$ cat src/rtl/phrase_reader_if.sv
// Phrase reader bus: start/base request, RAM read port, character stream and run status.
// The slave modport is the reader's view; the master modport is the requester/RAM/sink side.
interface phrase_reader_if;
    logic       start;
    logic [7:0] base_addr;
    logic [7:0] ram_address;
    logic [7:0] ram_q;
    logic [7:0] char_data;
    logic       char_valid;
    logic       char_ready;
    logic       busy;
    logic       done;
    logic [8:0] count;

    modport master (
        output start, base_addr, ram_q, char_ready,
        input  ram_address, char_data, char_valid, busy, done, count
    );

    modport slave (
        input  start, base_addr, ram_q, char_ready,
        output ram_address, char_data, char_valid, busy, done, count
    );
endinterface

$ cat src/rtl/phrase_reader.sv
// Streams a TERM-terminated phrase (at most MAX_LEN chars) from a byte RAM; optional PHRASE_READER_UPPER_EN uppercases a..z.
// Latency: first char valid two edges after start is sampled; each accepted char costs at least 2 cycles.
// Backpressure: char_valid/char_data hold in PRESENT until char_ready; nothing is read from RAM meanwhile.
module phrase_reader #(
    parameter int         MAX_LEN = 65,
    parameter logic [7:0] TERM    = 8'h00
) (
    input  logic           clock,
    input  logic           reset,
    phrase_reader_if.slave bus
);

    typedef enum logic [1:0] {IDLE, FETCH, PRESENT, DONE} state_t;

    state_t     state, state_nxt;
    logic [7:0] ptr;
    logic [8:0] index;
    logic [7:0] char_reg;
    logic [7:0] fetch_char;
    logic       at_limit;
    logic       is_term;

    assign at_limit = (index == 9'(MAX_LEN));
    assign is_term  = (bus.ram_q == TERM);

`ifdef PHRASE_READER_UPPER_EN
    // Terminator detection above uses the raw byte; only the presented char is folded.
    assign fetch_char = (bus.ram_q >= 8'h61 && bus.ram_q <= 8'h7A) ? (bus.ram_q - 8'h20) : bus.ram_q;
`else
    assign fetch_char = bus.ram_q;
`endif

    always_ff @(posedge clock or posedge reset) begin
        if (reset) begin
            state <= IDLE;
        end else begin
            state <= state_nxt;
        end
    end

    always_comb begin
        state_nxt = state;
        case (state)
            IDLE:    if (bus.start) state_nxt = FETCH;
            FETCH:   state_nxt = (at_limit || is_term) ? DONE : PRESENT;
            PRESENT: if (bus.char_ready) state_nxt = FETCH;
            DONE:    state_nxt = IDLE;
            default: state_nxt = IDLE;
        endcase
    end

    // index doubles as the accepted-character count: both clear on start and step on acceptance.
    always_ff @(posedge clock or posedge reset) begin
        if (reset) begin
            ptr      <= 8'h00;
            index    <= 9'd0;
            char_reg <= 8'h00;
        end else begin
            case (state)
                IDLE: begin
                    if (bus.start) begin
                        ptr   <= bus.base_addr;
                        index <= 9'd0;
                    end
                end
                FETCH: begin
                    if (!at_limit && !is_term) begin
                        char_reg <= fetch_char;
                    end
                end
                PRESENT: begin
                    if (bus.char_ready) begin
                        ptr   <= ptr + 8'd1;
                        index <= index + 9'd1;
                    end
                end
                default: ;
            endcase
        end
    end

    assign bus.ram_address = ptr;
    assign bus.char_data   = char_reg;
    assign bus.char_valid  = (state == PRESENT);
    assign bus.busy        = (state != IDLE);
    assign bus.done        = (state == DONE);
    assign bus.count       = index;

endmodule

$ cat src/flat_wrapper.sv
// flat-port wrapper written by rule: the top's interface ports become plain ports
module phrase_reader_flat 
#(
    parameter int         MAX_LEN = 65,
    parameter logic [7:0] TERM    = 8'h00
)
  (clock, reset, bus_start, bus_base_addr, bus_ram_q, bus_char_ready, bus_ram_address, bus_char_data, bus_char_valid, bus_busy, bus_done, bus_count);
  phrase_reader_if bus_i ();
  input  logic clock;
  input  logic reset;
  input wire logic [$bits(bus_i.start)-1:0] bus_start;
  input wire logic [$bits(bus_i.base_addr)-1:0] bus_base_addr;
  input wire logic [$bits(bus_i.ram_q)-1:0] bus_ram_q;
  input wire logic [$bits(bus_i.char_ready)-1:0] bus_char_ready;
  output wire logic [$bits(bus_i.ram_address)-1:0] bus_ram_address;
  output wire logic [$bits(bus_i.char_data)-1:0] bus_char_data;
  output wire logic [$bits(bus_i.char_valid)-1:0] bus_char_valid;
  output wire logic [$bits(bus_i.busy)-1:0] bus_busy;
  output wire logic [$bits(bus_i.done)-1:0] bus_done;
  output wire logic [$bits(bus_i.count)-1:0] bus_count;
  assign bus_i.start = bus_start;
  assign bus_i.base_addr = bus_base_addr;
  assign bus_i.ram_q = bus_ram_q;
  assign bus_i.char_ready = bus_char_ready;
  assign bus_ram_address = bus_i.ram_address;
  assign bus_char_data = bus_i.char_data;
  assign bus_char_valid = bus_i.char_valid;
  assign bus_busy = bus_i.busy;
  assign bus_done = bus_i.done;
  assign bus_count = bus_i.count;
  phrase_reader #(.MAX_LEN(MAX_LEN), .TERM(TERM)) u_core (.clock(clock), .reset(reset), .bus(bus_i));
endmodule
$ cat config.mk
export PLATFORM = sky130hd
export DESIGN_NAME = phrase_reader_flat
export DESIGN_NICKNAME = d
export VERILOG_FILES = /design/src/rtl/phrase_reader_if.sv /design/src/rtl/phrase_reader.sv /design/src/flat_wrapper.sv
export SDC_FILE = /design/constraint.sdc
export NUM_CORES = 1
export LEC_CHECK = 0
export BUFFER_PORTS_ARGS = -buffer_cell sky130_fd_sc_hd__buf_4
export CORE_ASPECT_RATIO = 1.1
export CORE_MARGIN = 2
export CORE_UTILIZATION = 49
export DETAILED_ROUTE_END_ITERATION = 10
export PLACE_DENSITY = 0.91
export SLEW_MARGIN = 20
export SYNTH_ARGS = -nofsm -noshare
export SYNTH_HDL_FRONTEND = slang
export SYNTH_SLANG_ARGS = --single-unit
$ cat constraint.sdc
create_clock -name clock -period 2.55 [get_ports clock]
set_input_delay 0.51 -clock clock [delete_from_list [all_inputs] [get_ports clock]]
set_output_delay 0.51 -clock clock [all_outputs]
set_load 0.03 [all_outputs]
== Word-level counts from Yosys, hierarchy flattened ==
Cells that the tools add are included.

* Output and inout bits: 28
* Flip-flop bits (word level): 27
* Logic and storage cells: 33
* Input bits: 20

* Equality and inequality tests: 6
* Muxes and demuxes: 10
* Reduce and logical (&&, ||, !) cells: 11
* Add/sub/neg operators: 2

{| class="wikitable"
|+ Operators with widths
! operator !! count
|-
| two-way mux 9 bit || 2
|-
| case mux 9 bit (2 select lines) || 1
|-
| two-way mux 8 bit || 2
|-
| case mux 8 bit (2 select lines) || 1
|-
| adder 9 x 1 -> 9 bit (second input constant) || 1
|-
| == test 9 x 7 -> 1 bit (second input constant) || 1
|-
| adder 8 x 1 -> 8 bit (second input constant) || 1
|-
| logical NOT 8 bit || 1
|-
| case mux 2 bit (4 select lines) || 1
|-
| == test 2 bit (second input constant) || 2
|-
| two-way mux 2 bit || 2
|-
| inequality test 2 bit (second input constant) || 2
|-
| AND reduction 2 bit || 2
|-
| nonzero test 2 bit || 2
|-
| AND reduction 3 bit || 1
|-
| == test 2 x 1 -> 1 bit (second input constant) || 1
|-
| logical NOT 1 bit || 2
|-
| logical NOT 2 bit || 1
|-
| logical AND 1 bit || 1
|-
| logical OR 1 bit || 1
|-
| two-way mux 1 bit || 1
|}

== Logic depth before layout (Yosys ltp) ==
* Depth in word-level cells: 4
* Depth in mapped cells: 7
* Gate-level depth less buffers: 6

== Least setup slack after synthesis ==
No wires, ideal clock.

* Kind: flip-flop to flip-flop
* Start point: reg u_core.index[2], in the netlist u_core.bus.count[2]
* End point: reg u_core.char_reg[0], in the netlist u_core.bus.char_data[0]
* Library setup time: 0.125 ns
* Path buffers: 1
* Required time: 2.425 ns
* Data arrival time: 1.839 ns
* Cell stages (with the launch flop): 6
* Clock period less this slack: 1.963 ns
* Setup slack: 0.587 ns
* Cells stage by stage: dfrtp_1 -> or4_1 -> nor4_2 -> a211o_2 -> buf_6 -> mux2_2

* Word-level cells in the longest chain between the ends: 4

{| class="wikitable"
|+ Ends and longest elaborated chain
! element !! RTL line !! RTL
|-
| start, declared || phrase_reader.sv:17 || <nowiki>logic [8:0] index;</nowiki>
|-
| start signal, assigned || phrase_reader.sv:74 || <nowiki>index <= index + 9'd1;</nowiki>
|-
| == test 9 x 7 -> 1 bit || phrase_reader.sv:23 || <nowiki>assign at_limit = (index == 9'(MAX_LEN));</nowiki>
|-
| logical NOT 1 bit || phrase_reader.sv:67 || <nowiki>if (!at_limit && !is_term) begin</nowiki>
|-
| logical AND 1 bit || phrase_reader.sv:67 ||
|-
| AND reduction 2 bit (no line) || -- ||
|-
| end signal, assigned || phrase_reader.sv:68 || <nowiki>char_reg <= fetch_char;</nowiki>
|-
| end, declared || phrase_reader.sv:18 || <nowiki>logic [7:0] char_reg;</nowiki>
|}

No other way between the ends.
A chain may end at the register's enable or synchronous reset.

== Worst setup path in the final report ==
* Start point: reg u_core.state[0]
* End point: out bus_char_valid

* Word-level cells in the longest chain between the ends: 1

{| class="wikitable"
|+ Ends and longest elaborated chain
! element !! RTL line !! RTL
|-
| start, declared || phrase_reader.sv:15 || <nowiki>state_t state, state_nxt;</nowiki>
|-
| start signal, assigned || phrase_reader.sv:37 || <nowiki>state <= state_nxt;</nowiki>
|-
| == test 2 bit || phrase_reader.sv:84 || <nowiki>assign bus.char_valid = (state == PRESENT);</nowiki>
|-
| end, declared || flat_wrapper.sv:17 || <nowiki>output wire logic [$bits(bus_i.char_valid)-1:0] bus_char_valid;</nowiki>
|}

No other way between the ends.

==> results by group <==
Synthesis
  • Synth area leaders: dfrtp_1, mux2_2, a21oi_1, o21ai_0, nand2_1
  • Yosys reg bits: 27
  • Seq/Total Area, Yosys: 49.1%
  • Post-synthesis area per instance: 10.2 um^2
  • Syn Nets: 158
  • Leading area contributor after synthesis: dfrtp_1
  • Top-area cell type share of the netlist area: 49.1%
  • Ys flop type: dfrtp_1
  • Mapped Area: 1380 um^2
  • Async SR Flop Fraction: 100%
  • YS warnings: 0
  • Yosys cell types: 36
  • Post-synth EDFFs: 0
  • Cell count after synthesis: roughly 140

Clocking
  • CTS Root Cell: clkbuf_4
  • CTS tree: yes
  • Total CTS buffers: 3
  • Clock buffer depth: 2
  • PostCTS Resize Cnt: 0
  • Post-CTS setup buffers: 0
  • H-tree level count: 1
  • Worst-Skew Late Latency: 330 ps
  • Hold_buf cts: 0
  • Clock transition at path regs: 140 ps
  • CTS Sinks: 27

Power
  • Total power draw: 0.00213 W
  • Pleak: 0.789 nW
  • PD cells: 1190 nW/um^2
  • Worst vdd rail ir drop: 0.763 mV

Layout
  • Inserted Diodes: 0
  • # nets final: 208
  • Commonest non-fill, non-tap cell in the layout: buf_4
  • Commonest non-fill, non-tap cells in the layout: buf_4, dfrtp_1, nand2_1, o21ai_0, a21oi_1
  • Post-Layout Cell Count: around 220
  • Synth-to-layout area growth: 29.6%
  • Core Util, Final: 65.4%
  • Layout cells sized above 1: 36.4%

GRT
  • M2 GR Usage: 40.6%
  • Most used routing layer: met2
  • Vias in the first global route: between 1000 and 1500
  • Largest net degree at the start of global routing: 28
  • Met3 Resource Use GR: about 2.5%
  • Met1 Use GR: 28.2%
  • First-pass GRT wire length: 5470 um
  • Initial antenna violation count: 0
  • Gr usage total: 23.0%
  • Global route overflow: 0

STA
  • Final Skew: 4.54 ps
  • Setup TNS: 0 ps
  • Count of final max-slew check failures: 0
  • Slew Limit Headroom: a little under two fifths
  • Tcrit/Tclk final: 83.3%
  • Fmax: 0.471 GHz
  • RSZ-0062 raised after global routing: no
  • Setup violations, final: 0
  • Worst slew pin tran: 940 ps
  • Crit path time final: around 2100 ps
  • Final worst slack: 426 ps
  • Final Hold Viols: 0

Setup path
  • Critical Path Max Stage Delay: 490 ps
  • Crit. End Element: primary output
  • Crit path max-delay family: buffers and inverters
  • CP Data Required Time: a little over 2000 ps
  • CP Launch Type: register
  • Largest fanout on the critical path: 18
  • Critical path, cell by cell: nand2b_1 > inv_2 > buf_4
  • CP max-delay cell: dfrtp_1
  • Crit Path Class: reg -> out
  • CP bufs+invs: 2
  • Worst endpoint data arrival time: 1610 ps

Die
  • CORE AREA: 2730 um^2
  • Row cnt: 20
  • I/O Pins: 48
  • Die area: 3250 um^2
  • Die Ht: 59.6 um
  • Die width: around 55 um
  • Initial Util: slightly above 50%

Placement
  • Placed cells: 213
  • Placer Congestion: 0.875
  • HPWL Detailed: 2490 um
  • Pre-CTS setup slack: 634 ps
  • PortBufs: 47

Routing
  • Avg Vias per Cell: 5.81
  • Routed WL per cell: approximately 15 um
  • Drt first pass iters: 4
  • DRC: 0
  • Iter 0 DRT Violations: 23
  • Routed WL: 3200 um
  • Antenna Violating Nets Remaining: 0
  • Total number of vias: 1261

Flow run
  • # Max-Cap Violations: 0

Min path
  • Hold WC Path Type: in -> async

Outcome
  • Outcome: finished clean
state kept, by name (all words and copies together) (netlist names):
name / flops
u_core.bus.ram_address: 8
u_core.bus.count: 9
u_core.bus.char_data: 8
u_core.state: 2
cell usage after synthesis, types with 2 or more instances:
| master | n |
|---|---|
| dfrtp_1 | 27 |
| a21oi_1 | 13 |
| nand2_1 | 13 |
| o21ai_0 | 13 |
| nand3_1 | 9 |
| mux2_2 | 8 |
| nor2_1 | 8 |
| ha_1 | 3 |
| o22ai_1 | 3 |
| xnor2_1 | 3 |
| a211oi_1 | 2 |
| a31oi_1 | 2 |
| and2_1 | 2 |
| inv_1 | 2 |
| nand2b_1 | 2 |
| nand4_1 | 2 |
| nor4_1 | 2 |
| or3_1 | 2 |
| or4_1 | 2 |
path summary, 6_finish.rpt:
path	from	endpoint	slack, ps	cells past startpoint
hold reg to reg	u_core.bus.char_data[4]	u_core.bus.char_data[4]	530	1
setup / recovery	u_core.state[0]	bus_char_valid	430	3
max in group asynchronous	reset	u_core.bus.char_data[0]	1860	2
hold / removal	reset	u_core.bus.ram_address[1]	260	2
setup reg to reg	u_core.state[0]	u_core.bus.count[8]	590	5
min in group clock	bus_char_ready	u_core.state[1]	410	2
layer usage:
layer	routed length (um)	share of wire (%)
met1	1310	41
met5	0	0
met4	45	1.4
met3	163	5.1
met2	1680	53
power breakdown:
part / internal (W) / switching (W) / leakage, nW / total, W
clock network: 0.0000614 / 0.000126 / 0.0150 / 0.000187
logic: 0.000459 / 0.000722 / 0.442 / 0.00118
registers: 0.000589 / 0.000171 / 0.332 / 0.000760
total: 0.00111 / 0.00102 / 0.789 / 0.00213
logic make-up (layout without fill, tap and decap cells):
kind of cell	after synthesis	after routing	synth area share (%)
buffers and inverters	6	55	2.27
multiplexers	8	8	6.55
XOR/XNOR	4	4	2.55
flip-flops	27	27	49.1
adder cells (fa/ha/maj)	3	3	2.73
AND/OR/NAND/NOR	47	47	18.1
AO/OA/AOI/OAI	40	40	18.7
stage by stage:
stage | instance area [um^2] | hold slack [ps]
2_1_floorplan | 1380 | 563
3_3_place_gp | 1760 | 489
3_5_place_dp | 1760 | 499
4_1_cts | 1780 | 411
5_1_grt | 1780 | 310
6_report | 1780 | 261
area by class of cell:
class	count	area, um^2
inverter	3	11.3
clock buffer	4	26.3
multi-input combinational	102	669
sequential	27	676
tap	33	41.3
timing repair buffer	48	360
fill	231	943
Note: power is estimated with default switching activity, not from simulation.
